[src/rtl/cpu_clock_ctrl_pkg.sv]
// Shared definitions for the CPU clock-enable / reset sequencer and its divider.
package cpu_clock_ctrl_pkg;

    typedef enum logic [1:0] {
        RESET_HOLD = 2'd0,
        RUN        = 2'd1,
        HALTED     = 2'd2
    } state_e;

    // 12 MHz board clock down to a 1 MHz CPU, ten CPU cycles of reset.
    localparam int DEF_CLK_DIV      = 12;
    localparam int DEF_RESET_CYCLES = 10;

endpackage

[src/rtl/cpu_clock_ctrl_clk_divider.sv]
// Modulo-CLK_DIV counter producing a terminal-count tick and a half-period phase flag.
module clk_divider
    import cpu_clock_ctrl_pkg::*;
#(
    parameter int CLK_DIV = DEF_CLK_DIV
) (
    input  logic i_Clk,
    input  logic i_Rst_L,
    output logic o_Tick,
    output logic o_Phase
);

    localparam int              DW   = (CLK_DIV > 2) ? $clog2(CLK_DIV) : 1;
    localparam logic [DW-1:0]   LAST = DW'(CLK_DIV - 1);
    localparam logic [DW-1:0]   HALF = DW'(CLK_DIV / 2);

    logic [DW-1:0] div_q, div_d;

    always_comb begin
        div_d = o_Tick ? '0 : div_q + DW'(1);
    end

    always_ff @(posedge i_Clk) begin
        if (!i_Rst_L) div_q <= '0;
        else          div_q <= div_d;
    end

    assign o_Tick  = (div_q == LAST);
    assign o_Phase = (div_q >= HALF);

endmodule

[src/rtl/cpu_clock_ctrl.sv]
// CPU clock-enable and reset sequencer: reset hold, run, halt and single-step
// modes on top of a fixed divider, plus an executed-cycle counter.
module cpu_clock_ctrl
    import cpu_clock_ctrl_pkg::*;
#(
    parameter int CLK_DIV      = DEF_CLK_DIV,
    parameter int RESET_CYCLES = DEF_RESET_CYCLES,
    parameter int CNT_W        = 32
) (
    input  logic             i_Clk,
    input  logic             i_Rst_L,
    input  logic             i_Halt,
    input  logic             i_Step,
    output logic             o_Cpu_En,
    output logic             o_Cpu_Rst_L,
    output logic             o_Phi2,
    output logic             o_Halted,
    output logic [CNT_W-1:0] o_Cycle_Count
);

    localparam int            RW       = $clog2(RESET_CYCLES + 1);
    localparam logic [RW-1:0] RST_LAST = RW'(RESET_CYCLES);

    logic tick;

    state_e           state_q, state_d;
    logic [RW-1:0]    rst_cnt_q, rst_cnt_d;
    logic             step_pend_q, step_pend_d;
    logic             en_q, en_d;
    logic             cpu_rst_l_q, cpu_rst_l_d;
    logic [CNT_W-1:0] cnt_q, cnt_d;

    clk_divider #(.CLK_DIV(CLK_DIV)) u_div (
        .i_Clk   (i_Clk),
        .i_Rst_L (i_Rst_L),
        .o_Tick  (tick),
        .o_Phase (o_Phi2)
    );

    always_comb begin
        state_d     = state_q;
        rst_cnt_d   = rst_cnt_q;
        step_pend_d = step_pend_q;
        en_d        = 1'b0;
        cpu_rst_l_d = cpu_rst_l_q;
        cnt_d       = cnt_q;

        // A step landing on the tick cycle itself is served by that tick.
        if (tick) step_pend_d = 1'b0;
        else if (state_q == HALTED && i_Step) step_pend_d = 1'b1;

        if (tick) begin
            unique case (state_q)
                RESET_HOLD: begin
                    if (rst_cnt_q == RST_LAST) begin
                        cpu_rst_l_d = 1'b1;
                        if (i_Halt) begin
                            state_d = HALTED;
                        end else begin
                            state_d = RUN;
                            en_d    = 1'b1;
                            cnt_d   = cnt_q + CNT_W'(1);
                        end
                    end else begin
                        en_d      = 1'b1;
                        rst_cnt_d = rst_cnt_q + RW'(1);
                    end
                end
                RUN: begin
                    if (i_Halt) begin
                        state_d = HALTED;
                    end else begin
                        en_d  = 1'b1;
                        cnt_d = cnt_q + CNT_W'(1);
                    end
                end
                HALTED: begin
                    if (!i_Halt) begin
                        state_d = RUN;
                        en_d    = 1'b1;
                        cnt_d   = cnt_q + CNT_W'(1);
                    end else if (step_pend_q || i_Step) begin
                        en_d  = 1'b1;
                        cnt_d = cnt_q + CNT_W'(1);
                    end
                end
                default: state_d = RESET_HOLD;
            endcase
        end
    end

    always_ff @(posedge i_Clk) begin
        if (!i_Rst_L) begin
            state_q     <= RESET_HOLD;
            rst_cnt_q   <= '0;
            step_pend_q <= 1'b0;
            en_q        <= 1'b0;
            cpu_rst_l_q <= 1'b0;
            cnt_q       <= '0;
        end else begin
            state_q     <= state_d;
            rst_cnt_q   <= rst_cnt_d;
            step_pend_q <= step_pend_d;
            en_q        <= en_d;
            cpu_rst_l_q <= cpu_rst_l_d;
            cnt_q       <= cnt_d;
        end
    end

    assign o_Cpu_En      = en_q;
    assign o_Cpu_Rst_L   = cpu_rst_l_q;
    assign o_Halted      = (state_q == HALTED);
    assign o_Cycle_Count = cnt_q;

endmodule

[config.mk]
export PLATFORM = sky130hd
export DESIGN_NAME = cpu_clock_ctrl
export DESIGN_NICKNAME = d
export VERILOG_FILES = /design/src/rtl/cpu_clock_ctrl_pkg.sv /design/src/rtl/cpu_clock_ctrl_clk_divider.sv /design/src/rtl/cpu_clock_ctrl.sv
export SDC_FILE = /design/constraint.sdc
export NUM_CORES = 1
export LEC_CHECK = 0
export CAP_MARGIN = 40
export CORE_AREA = 2 2 68 70
export CTS_CLUSTER_DIAMETER = 50
export DETAILED_ROUTE_END_ITERATION = 12
export DIE_AREA = 0 0 70 72
export PLACE_DENSITY = 0.78
export SLEW_MARGIN = 25
export SYNTH_ARGS = -nofsm -noshare
export SYNTH_HDL_FRONTEND = slang
export SYNTH_SLANG_ARGS = --single-unit
[constraint.sdc]
create_clock -name i_Clk -period 2.5 [get_ports i_Clk]
set_clock_uncertainty 0.1 [all_clocks]
set_input_delay 0.75 -clock i_Clk [delete_from_list [all_inputs] [get_ports i_Clk]]
set_output_delay 0.75 -clock i_Clk [all_outputs]
set_load 0.005 [all_outputs]
-- After elaboration in Yosys (flattened, before gate mapping)
Cells that the tools add are included.
- add/sub/neg operators: 3
- $lt $le $gt $ge: 1
- eq/ne operators: 8
- muxes and demuxes: 15
- bitwise operators: 2
- reductions and logical operators: 10
- operators by type and width (operator ; count):
    32-bit two-way mux ; 4
    32-bit case mux with 3 select lines ; 1
    32-bit by 1-bit adder with 32-bit output, second input constant ; 1
    4-bit by 1-bit adder with 4-bit output, second input constant ; 2
    4-bit equality test, second input constant ; 2
    2-bit two-way mux ; 4
    4-bit AND reduction ; 2
    2-bit != test, second input constant ; 3
    2-bit case mux with 3 select lines ; 1
    3-bit AND reduction ; 2
    4-bit by 3-bit greater-or-equal comparator with 1-bit output, second input constant ; 1
    1-bit two-way mux ; 4
    3-bit by 2-bit != test with 1-bit output, second input constant ; 1
    1-bit case mux with 3 select lines ; 1
    3-bit nonzero test ; 1
    2-bit by 1-bit equality test with 1-bit output, second input constant ; 1
    2-bit equality test, second input constant ; 1
    2-bit zero test ; 1
    1-bit inverter ; 2
    2-bit AND reduction ; 1
    2-bit OR reduction ; 1
    1-bit logical AND ; 1
    1-bit logical OR ; 1
- register bits: 45
- bits of input ports: 4
- output and inout port bits: 36
- logic and storage cells: 46

-- Depth between registers and ports, before layout
- depth after elaboration: 4
- mapped depth: 7
- depth with buffers taken out: 7

-- Hierarchy
A second synthesis with hierarchy kept.
- cells, all modules: 254
- area total of the unflattened synthesis: 2192.1 um^2
- by module, submodules not included (module ; instances ; cells each ; area each (um^2) ; sequential area each (um^2)):
    cpu_clock_ctrl ; 1 ; 232 ; 1993.2 ; 820.8
    clk_divider ; 1 ; 22 ; 198.9 ; 80.1

-- Worst setup path before layout
No wires, ideal clock.
- kind: input to register
- start: input port i_Step
- end: register cnt_q[31], in the netlist o_Cycle_Count[31]
- setup time: 70 ps
- arrival: 1871 ps
- required time: 2330 ps
- path slack: 459 ps
- cell stages on the path: 5
- path buffers: 0
- path through: o21ai_2 -> a21boi_2 -> nand4_4 -> or4b_1 -> a21oi_1
- longest elaborated chain between the ends: 3
- ends and longest elaborated chain (what ; RTL line ; text):
    start, declared ; cpu_clock_ctrl.sv:13 ; input logic i_Step,
    1-bit logical OR ; cpu_clock_ctrl.sv:82 ; end else if (step_pend_q || i_Step) begin
    3-bit by 2-bit != test with 1-bit output (no source line) ; n/a ;
    4-bit AND reduction (no source line) ; n/a ;
    end signal, assigned ; cpu_clock_ctrl.sv:106 ; cnt_q <= cnt_d;
    end, declared ; cpu_clock_ctrl.sv:31 ; logic [CNT_W-1:0] cnt_q, cnt_d;
Every way passes these cells.
A chain may end at the register's enable or synchronous reset.

-- Final worst setup path
- start: register u_div.div_q[0]
- end: output port o_Phi2
- longest elaborated chain between the ends: 1
- ends and longest elaborated chain (what ; RTL line ; text):
    start, declared ; cpu_clock_ctrl_clk_divider.sv:17 ; logic [DW-1:0] div_q, div_d;
    start signal, assigned ; cpu_clock_ctrl_clk_divider.sv:25 ; else div_q <= div_d;
    4-bit by 3-bit greater-or-equal comparator with 1-bit output ; cpu_clock_ctrl_clk_divider.sv:29 ; assign o_Phase = (div_q >= HALF);
    end, declared ; cpu_clock_ctrl.sv:16 ; output logic o_Phi2,
Every way passes these cells.

==> summary.md <==
| Metric | Value |
|---|---|
| FF+latch count, synth | 45 |
| Vias in the first global route | 1,785 |
| Post-Syn Nets | 259 |
| Max Cap Viol | 0 |
| Max Fclk | 415 MHz |
| Main flop type after synthesis | dfxtp_1 |
| Post-synthesis sequential area ratio | 0.416 |
| Num Clock Sinks | 45 |
| Area grow syn2layout | 29.6% |
| First-pass GRT wire length | slightly above 8000 microns |
| CP Class | reg2out |
| Share of cells above drive strength 1 | 0.119 |
| Worst r2r src | u_div.div_q[1] |
| Hold_ws | ~0.37 ns |
| FP Rows | 24 |
| CTS tree | built |
| Final Util | 0.658 |
| Dpl hpwl | about 3400 microns |
| Hold Path Stages | 1 |
| Top layer in use | met4 |
| Crit path launch | u_div.div_q[0] |
| TritonCTS Buffers | 5 |
| Post-synthesis instance total | 250 |
| Via count | around 2,000 |
| Die Span X | approximately 70 microns |
| Syn_area_per_cell | between 8 and 9 sq um |
| Tmin final | between 2 and 2.5 ns |
| Tightest Pin Transition | between 0.4 and 0.5 ns |
| Port Buffer Count | 39 |
| Final ANT Viol Nets | 0 |
| Total congestion overflow | 0 |
| Routed wl met3 | about 170 microns |
| Synth cell types | 45 |
| Yosys warnings | 0 |
| CP Launch Type | register |
| Final worst slack | between 0.08 and 0.09 ns |
| Drt pass-1 iters | 4 |
| Metal-1 WL | around 2200 microns |
| Layout Cells excl Fill | between 300 and 400 |
| Fraction of registers with async set/reset | 0 |
| DRC Markers | 0 |
| RSZ-0062 raised after global routing | false |
| Starting Density | 0.508 |
| Required @ worst endpoint | ~1.7 ns |
| Fin nets | 312 |
| Clock Tree Buf Depth | 2 |
| CP Max Fanout | 4 |
| Mapped Area | roughly 2200 sq um |
| CTS clock-pin slew for the worst setup and hold paths | approximately 0.07 ns |
| Post-CTS setup buffer count | 0 |
| Die Y | 72 microns |
| Seq pwr share | 0.592 |
| Setup-failing EPs final | 0 |
| Peak VDD IR | 0.273 mV |
| Root buffer cell | clkbuf_8 |
| # IOs | 40 |
| Core area | ~4300 sq um |
| DRT iter0 DRCs | 85 |
| Worst path arrival time | roughly 1.6 ns |
| Fill cells | between 300 and 400 |
| DR vias/cell | 5.63 |
| Hold Vio Cnt, Final | 0 |
| H-tree Lvls | 2 |
| Lkg Pwr | around 0.98 nW |
| Inst Count DP | ~350 |
| Initial antenna violation count | 0 |
| Largest net degree at the start of global routing | 32 |
| Post-synth EDFFs | 0 |
| DP Worst Slack | -0.106 ns |
| Switching power share of the total | 0.214 |
| Sw Pwr | between 0.2 and 0.3 mW |
| GRT Total Usage | 0.200 |
| HP Class | reg2reg |
| WL/cell | approximately 14 microns |
| Post-synth top area cell | dfxtp_1 |
| Internal | a little under 1 mW |
| Clk_lat worst skew | roughly 0.29 ns |
| Hold Startpoint | u_div.div_q[0] |
| Ant diodes | 0 |
| GPL Wtd Cong | roughly 0.76 |
| Yosys top cell area share | 0.416 |
| PwrDens | 436 nW/um^2 |
| Slew Limit Fails | 0 |
| CP endpoint kind | output pin |
| Period utilisation layout | 0.965 |
| Routed wire length | 4810 microns |
| Part of the power in combinational logic | 0.038 |
| Max-slew headroom | 0.676 |
| Top cells by area, synth | dfxtp_1 (42%), a21oi_1 (6.5%), nor2_1 (4.7%) |
| Clock network power share | 0.369 |
| Full die area | 5040 sq um |
| Reg2reg path depth | 6 |
| Wire length on met2 | approximately 2300 microns |
| Status | finished clean |
-- routing by layer --
metal / up-vias / GRT usage
met3: 7 / 0.0431
li1: 1005 / -
met4: 0 / 0.0620
met1: 949 / 0.258
met5: - / 0
met2: 39 / 0.339
-- synth_stat cells, drive strengths merged, types with 4 or more instances --
library cell  instances
dfxtp                45
a21oi                29
nor2                 28
nand2                16
nand4                16
o21ai                14
or3                  13
inv                  11
xor2                 11
nand3                10
or4                   7
o31ai                 6
ha                    5
xnor2                 5
clkbuf                4
nor3                  4
-- critical path, stage by stage (launching register included) --
cell             delay (ns)
dfxtp_1                0.38
inv_1                  0.06
ha_1                   0.19
o21ai_0                0.15
nand2b_1               0.07
clkdlybuf4s50_1        0.44
-- layout make-up --
cell class              count  area [sq um]  area share
clock buffers               7          86.3      0.0308
multi-input cells         187          1190       0.424
flip-flops and latches     45           902       0.322
repair buffers             53           520       0.186
well taps                  52          65.1      0.0232
inverters                  11          41.3      0.0147
-- repair_timing --
action | 4_1_cts | 5_1_grt
hold buffers | 0 | 0
endpoints found under the setup margin | 0 | 1
resized for setup | 0 | 1
-- logic make-up after synthesis --
group	after synthesis	share of synthesized area
AOI/OAI and AO/OA	56	0.158
muxes	1	0.00462
DFF	45	0.416
xor gates and xnor gates	16	0.0647
adders and majority gates	5	0.0289
buffers and inverters	18	0.0341
and+or+nand+nor	109	0.294
-- sequential cells by signal, indices dropped and copies added (netlist names) --
name / count
o_Cpu_En: 1
o_Cpu_Rst_L: 1
o_Cycle_Count: 32
rst_cnt_q: 4
state_q: 2
step_pend_q: 1
u_div.div_q: 4
-- worst paths after layout --
path | endpoint | slack (ns)
worst max-delay path | o_Phi2 | 0.09
worst min-delay path | u_div.div_q[0] | 0.37
worst max register to register | o_Cycle_Count[27] | 0.28
worst min register to register | u_div.div_q[0] | 0.37
-- metrics by stage --
step / TNS (ns) / area [sq um] / total power, mW
floorplan: 0 / 2160 / 0.765
global placement: -0.189 / 2720 / 0.787
detailed placement: -1.09 / 2720 / 0.789
CTS: 0 / 2800 / 1.24
global route: 0 / 2810 / 1.28
finish: 0 / 2810 / 1.22
-- placed cells by master, fill, tap and decap left out, drive strengths merged, types with 3 or more instances in the layout --
master	n
a211oi	3
o31ai	6
nand2	16
xnor2	5
nand3	10
inv	11
a21oi	29
nor3	4
dfxtp	45
nor2	28
o21ai	14
or4	7
xor2	11
and2	3
ha	5
clkbuf	7
clkdlybuf4s50	39
or3	13
nand4	16
buf	14
-- power groups by stage --
stage	logic, mW	clock network, mW	registers (mW)
global placement	0.0458	0	0.741
CTS	0.0473	0.464	0.725
finish	0.0471	0.452	0.725
floorplan	0.0246	0	0.741
global route	0.0516	0.498	0.726
detailed placement	0.0474	0	0.742
No activity file was read; power rests on OpenSTA's default activity.
